File: src/rtl/dmem_arbiter.sv
// Two-port arbiter for the single-port data RAM: the CPU load/store port has priority,
// and the video fetch port gets a forced win after MAX_WAIT consecutive denials.
module dmem_arbiter #(
    parameter int AW       = 11,
    parameter int MAX_WAIT = 4
) (
    input  logic          clk,
    input  logic          rst,
    input  logic          c_req,
    input  logic          c_we,
    input  logic [31:0]   c_addr,
    input  logic [31:0]   c_wdata,
    output logic          c_gnt,
    output logic          c_rvalid,
    output logic [31:0]   c_rdata,
    input  logic          v_req,
    input  logic [31:0]   v_addr,
    output logic          v_gnt,
    output logic          v_rvalid,
    output logic [31:0]   v_rdata,
    output logic          mem_en,
    output logic          mem_we,
    output logic [AW-1:0] mem_addr,
    output logic [31:0]   mem_wdata,
    input  logic [31:0]   mem_rdata,
    output logic          io_we,
    output logic [31:0]   io_addr,
    output logic [31:0]   io_wdata
);

    localparam logic [3:0] WAIT_LIMIT = 4'(MAX_WAIT);

    logic       c_ram;
    logic       c_ram_req;
    logic       c_io_req;
    logic       v_ram_req;
    logic       force_video;
    logic       c_win;
    logic       v_win;
    logic [3:0] wait_cnt_reg;
    logic [3:0] wait_cnt_next;
    logic       c_rvalid_reg;
    logic       c_region_reg;
    logic       v_rvalid_reg;

    // Address bits above the RAM word index alias silently and are not decoded.
    logic unused_addr_bits;
    assign unused_addr_bits = ^{c_addr[27:AW+2], c_addr[1:0], v_addr[31:AW+2], v_addr[1:0]};

    always_comb begin
        c_ram       = (c_addr[31:28] == 4'b0);
        c_ram_req   = c_req & c_ram & ~rst;
        c_io_req    = c_req & ~c_ram & ~rst;
        v_ram_req   = v_req & ~rst;
        force_video = (wait_cnt_reg == WAIT_LIMIT);

        c_win = c_ram_req & (~v_ram_req | ~force_video);
        v_win = v_ram_req & (~c_ram_req | force_video);

        c_gnt = c_io_req | c_win;
        v_gnt = v_win;

        mem_en    = c_win | v_win;
        mem_we    = c_win & c_we;
        mem_addr  = '0;
        mem_wdata = '0;
        if (c_win) begin
            mem_addr  = c_addr[AW+1:2];
            mem_wdata = c_wdata;
        end else if (v_win) begin
            mem_addr  = v_addr[AW+1:2];
        end

        // MMIO side never contends with video, so it is granted independently.
        io_we    = c_io_req & c_we;
        io_addr  = rst ? 32'h0 : c_addr;
        io_wdata = rst ? 32'h0 : c_wdata;
    end

    always_comb begin
        wait_cnt_next = wait_cnt_reg;
        if (v_gnt || !v_req) begin
            wait_cnt_next = 4'h0;
        end else if (wait_cnt_reg != WAIT_LIMIT) begin
            wait_cnt_next = wait_cnt_reg + 4'h1;
        end
    end

    always_ff @(posedge clk) begin
        if (rst) begin
            wait_cnt_reg <= 4'h0;
            c_rvalid_reg <= 1'b0;
            c_region_reg <= 1'b0;
            v_rvalid_reg <= 1'b0;
        end else begin
            wait_cnt_reg <= wait_cnt_next;
            c_rvalid_reg <= c_gnt & ~c_we;
            c_region_reg <= c_ram;
            v_rvalid_reg <= v_gnt;
        end
    end

    // IO reads complete with zero data; RAM reads see the word one cycle after the grant.
    assign c_rvalid = c_rvalid_reg;
    assign c_rdata  = (c_rvalid_reg & c_region_reg) ? mem_rdata : 32'h0;
    assign v_rvalid = v_rvalid_reg;
    assign v_rdata  = v_rvalid_reg ? mem_rdata : 32'h0;

endmodule

File: config.mk
export PLATFORM = sky130hd
export DESIGN_NAME = dmem_arbiter
export DESIGN_NICKNAME = d
export VERILOG_FILES = /design/src/rtl/dmem_arbiter.sv
export SDC_FILE = /design/constraint.sdc
export NUM_CORES = 1
export LEC_CHECK = 0
export ABC_AREA = 1
export CELL_PAD_IN_SITES_DETAIL_PLACEMENT = 2
export CELL_PAD_IN_SITES_GLOBAL_PLACEMENT = 2
export CORE_AREA = 2 2 134 136
export DETAILED_ROUTE_END_ITERATION = 10
export DIE_AREA = 0 0 136 138
export PLACE_DENSITY_LB_ADDON = 0.3
export RECOVER_POWER = 100
export SLEW_MARGIN = 20
export SYNTH_ARGS = -nofsm -noshare
export SYNTH_HDL_FRONTEND = slang
export SYNTH_SLANG_ARGS = --single-unit
File: constraint.sdc
create_clock -name clk -period 3.1 [get_ports clk]
set_input_delay 0.465 -clock clk [delete_from_list [all_inputs] [get_ports clk]]
set_output_delay 0.465 -clock clk [all_outputs]
set_load 0.1 [all_outputs]
# --- Word-level counts from Yosys, hierarchy flattened ---
# Index checks and enable logic that the tools add are counted.
totals:
  reg_bits: 7
  inputBits: 133
  out_inout_bits: 178
  wordCells: 39
classes:
  addsub: 1
  n_eq_ne: 2
  mux: 7
  bitwise: 21
  reduce_logical: 4
op_table:
  columns: ["cell", "count"]
  rows:
  - ["two-way mux 32 bit", 5]
  - ["two-way mux 11 bit", 2]
  - ["AND 1 bit", 11]
  - ["NOT 1 bit", 6]
  - ["adder 4 x 1 -> 4 bit, second input constant", 1]
  - ["== test 4 x 3 -> 1 bit, second input constant", 1]
  - ["zero test 4 bit", 1]
  - ["!= test 4 x 3 -> 1 bit, second input constant", 1]
  - ["OR 1 bit", 4]
  - ["OR reduction 2 bit", 1]
  - ["zero test 1 bit", 1]
  - ["logical OR 1 bit", 1]

# --- Longest topological paths before layout ---
depth:
  word_depth: 8
  depth_mapped: 7
  depth_no_buf: 7

# --- Worst setup path before layout ---
# OpenSTA, ideal clock, no wires.
synth_path:
  path_kind: "input to output"
  startpoint: "input port c_addr[31]"
  endpoint: "output port mem_en"
  arrival_time_ns: 2.836
  t_required_ns: 2.635
  slack_ns: -0.201
  cell_stages: 3
  path_buffers: 0
  path_cell_list: "nor2_1 -> nand2_2 -> o21ai_0"
synth_between:
  elab_chain_len: 7
  word_cells_on_any_way: 8
  cone_classes: "bitwise (7); reduce/logical (1)"
synth_rtl:
  columns: ["element", "line", "source"]
  rows:
  - ["start: declaration", "11", "input logic [31:0] c_addr,"]
  - ["zero test 4 bit (*)", "51", "c_ram = (c_addr[31:28] == 4'b0);"]
  - ["AND 1 bit (*) (2 in a row)", "52", "c_ram_req = c_req & c_ram & ~rst;"]
  - ["NOT 1 bit", "58", "v_win = v_ram_req & (~c_ram_req | force_video);"]
  - ["OR 1 bit", "58", null]
  - ["AND 1 bit", "58", null]
  - ["OR 1 bit (*)", "63", "mem_en = c_win | v_win;"]
  - ["end: declaration", "21", "output logic mem_en,"]
# Every way passes the cells marked *; elsewhere a longest branch is shown, timed or not.

# --- Final worst setup path ---
layout_path:
  startpoint: "input port c_addr[31]"
  endpoint: "output port mem_addr[1]"
layout_between:
  elab_chain_len: 8
  word_cells_on_any_way: 9
  cone_classes: "mux (2); bitwise (6); reduce/logical (1)"
layout_rtl:
  columns: ["element", "line", "source"]
  rows:
  - ["zero test 4 bit (*)", "51", null]
  - ["AND 1 bit (*) (2 in a row)", "52", null]
  - ["NOT 1 bit", "58", null]
  - ["OR 1 bit", "58", null]
  - ["AND 1 bit", "58", null]
  - ["two-way mux 11 bit", "70", "end else if (v_win) begin"]
  - ["two-way mux 11 bit (*)", "67", "if (c_win) begin"]
  - ["end: declaration", "23", "output logic [AW-1:0] mem_addr,"]
# Marks and branches as above.

==> flow_metrics.tcl <==
set metrics [dict create \
    placedCellCount 893 \
    ys_warn_count 0 \
    post_drt_wl_per_cell_um 14.1 \
    min_from "wait_cnt_reg[0]$_SDFFE_PP0P_" \
    holdCritPathClass "register to register" \
    crit_chain "clkdlybuf4s50_1, nor2_1, nand2_1, nor2_4, buf_4, nand3_1, nand2_1, clkbuf_2" \
    finalCritPeriodShare 0.898 \
    syn_avg_cell_area_um2 4.36 \
    clk_latency_ps 230 \
    grt_usage 0.125 \
    drt-vias-per-instance 3.70 \
    synth-seq-area-share 0.0825 \
    io_buffer_count 289 \
    cts_buffers 3 \
    r2r_end "c_rvalid$_SDFF_PP0_" \
    criticalPathCategory "input pin to output port" \
    critPathTopFamily "buffers and inverters" \
    final_max_slew_viol_count 0 \
    hold_viol_final 0 \
    post_cts_resize_count 0 \
    relSlewSlack 0.165 \
    antennaDiodeCount 0 \
    whs_path_depth 1 \
    critPathArrivalTime_ps 2320 \
    die_area_um2 18800 \
    synth_nets 525 \
    whs_endpoint "wait_cnt_reg[0]$_SDFFE_PP0P_" \
    postCtsSetupRepairBufs 0 \
    path_common_cell "nand2_1" \
    place.gp.congestion 0.749 \
    grt_pass1_vias 3581 \
    final_antenna_net_count 0 \
    endpoint_kind "output port" \
    clk_path_buf_depth 2 \
    multi_input_area_um2 936 \
    drcViolationCount 0 \
    path_clk_slew_ps 40 \
    setup_violations 0 \
    grt_pass1_wl_um 18700 \
    syn_to_final_growth_pct 149 \
    via_count 3318 \
    finalWirelength_um 12600 \
    io_pins 311 \
    rrSetupSlack_ps 1690 \
    layout_setup_ws_ps 316 \
    grtUsageMet2 0.242 \
    outcome "complete, no violations" \
    place_worst_setup_slack_ps 359 \
    r2r_cells 5 \
    register_area_um2 140 \
    p_leak_uw 0.00254 \
    grt-ovfl-total 0 \
    path_max_fanout 14 \
    start_util 0.0969 \
    max_stage_delay_ps 460 \
    globalRouteMet1Util 0.123 \
    final_util 0.242 \
    yosysUniqueCellTypes 20 \
    finalClockSkew_ps 1.90 \
    cts-root-buf "clkbuf_16" \
    peakVddDrop_mv 0.0756 \
    r2r_start "wait_cnt_reg[0]$_SDFFE_PP0P_" \
    required_ps 2630 \
    die_y_um 138 \
    cts_sinks 7 \
    cp-start-kind "input pin" \
    final_layout_size_suffix_gt1_frac 0.193 \
    pwr_density_cell_nw_per_um2 285 \
    die_x_um 136 \
    rsz0062_at_grt "false" \
    crit_start "c_addr[31]" \
    drv_cap 0 \
    period_needed_ps 2780 \
    num-fill-cells 2247 \
    core.rowCount 49 \
    layout.cells.non_filler 897 \
    antenna_found_initial 0 \
    ys_ff_latch 7 \
    grt_max_degree 36 \
    core_um2 17500 \
    syn_area_um2 1700 \
    critPathSlowestCell "clkbuf_2" \
    whs_ps 507 \
    busiest_layer "met2" \
    drt_first_iter_violations 56 \
    firstDrtPassIters 4 \
    htree_levels 1 \
    synthCells 390 \
    cts_tree "yes" \
    place_hpwl_um 10800 \
    fmax_mhz 359 \
    cp_num_buf_inv 3 \
    max_slew.worst_pin.slew_ps 1260 \
    grtUsageMet3 0.0319 \
    nets 804 \
    hold_buffers 0 \
    largest_reg_flops 4 \
]
==> worst max path at each step <==
stage,to,depth (start not counted)
final,mem_addr[1],8
after global routing,mem_wdata[5],7
after CTS,mem_wdata[1],7
after detailed placement,mem_wdata[1],7
after global placement,mem_wdata[1],7
after floorplan,c_rdata[10],3
==> power by group <==
part / internal, uW / total (uW) / switching, uW
combinational: 197 / 890 / 693
sequential: 92.1 / 92.7 / 0.522
clock: 171 / 224 / 52.3
total: 460 / 1210 / 746
==> metrics by stage <==
step,cell area (um^2),TNS (ps),power [uW]
after floorplan,1700,-1380,738
after global placement,4960,0,1060
after detailed placement,4960,0,1080
after CTS,5040,0,1310
after global routing,4240,0,1250
final,4240,0,1210
==> cell type report <==
type                            count  share of cell area
Clock buffer                        4              0.0186
Inverter                          137               0.121
Multi-Input combinational cell    226               0.221
Sequential cell                     7              0.0331
Tap cell                          229              0.0676
Timing Repair Buffer              294               0.538
==> cells by family (layout without fill, tap and decap cells) <==
family / Yosys count / count (layout) / synth area share
simple gates: 217 / 217 / 0.513
buf+inv: 157 / 435 / 0.365
compound gates: 5 / 5 / 0.0147
xor+xnor: 2 / 2 / 0.0103
flops: 7 / 7 / 0.0825
fa+ha+maj: 2 / 2 / 0.0147
==> placed cells by master, fill, tap and decap left out, drive strengths merged <==
| cell | count |
|---|---|
| inv | 137 |
| nand3 | 25 |
| clkbuf | 153 |
| o21ai | 2 |
| clkdlybuf4s50 | 110 |
| xor2 | 1 |
| ha | 2 |
| xnor2 | 1 |
| dlymetal6s2s | 1 |
| a21oi | 3 |
| nand2 | 51 |
| dfxtp | 7 |
| buf | 34 |
| nor2 | 139 |
| nand4 | 2 |
==> synthesized netlist by cell type <==
cell type | instances | area, um^2
a21oi_1 | 3 | 15.0
buf_1 | 1 | 3.75
buf_2 | 7 | 35.0
buf_6 | 3 | 33.8
clkbuf_1 | 9 | 33.8
dfxtp_1 | 7 | 140
ha_1 | 2 | 25.0
inv_1 | 136 | 510
inv_2 | 1 | 3.75
nand2_1 | 49 | 184
nand2_2 | 1 | 6.26
nand2_4 | 1 | 11.3
nand3_1 | 25 | 125
nand4_1 | 2 | 12.5
nor2_1 | 137 | 514
nor2_2 | 1 | 6.26
nor2_4 | 1 | 11.3
o21ai_0 | 2 | 10.0
xnor2_1 | 1 | 8.76
xor2_1 | 1 | 8.76
==> layer usage <==
metal  up-vias  wire, um
met3        23      1240
met4         0       432
li1       1607         -
met5         -         0
met2       184      6640
met1      1504      4300
No activity file was read; power rests on OpenSTA's default activity.
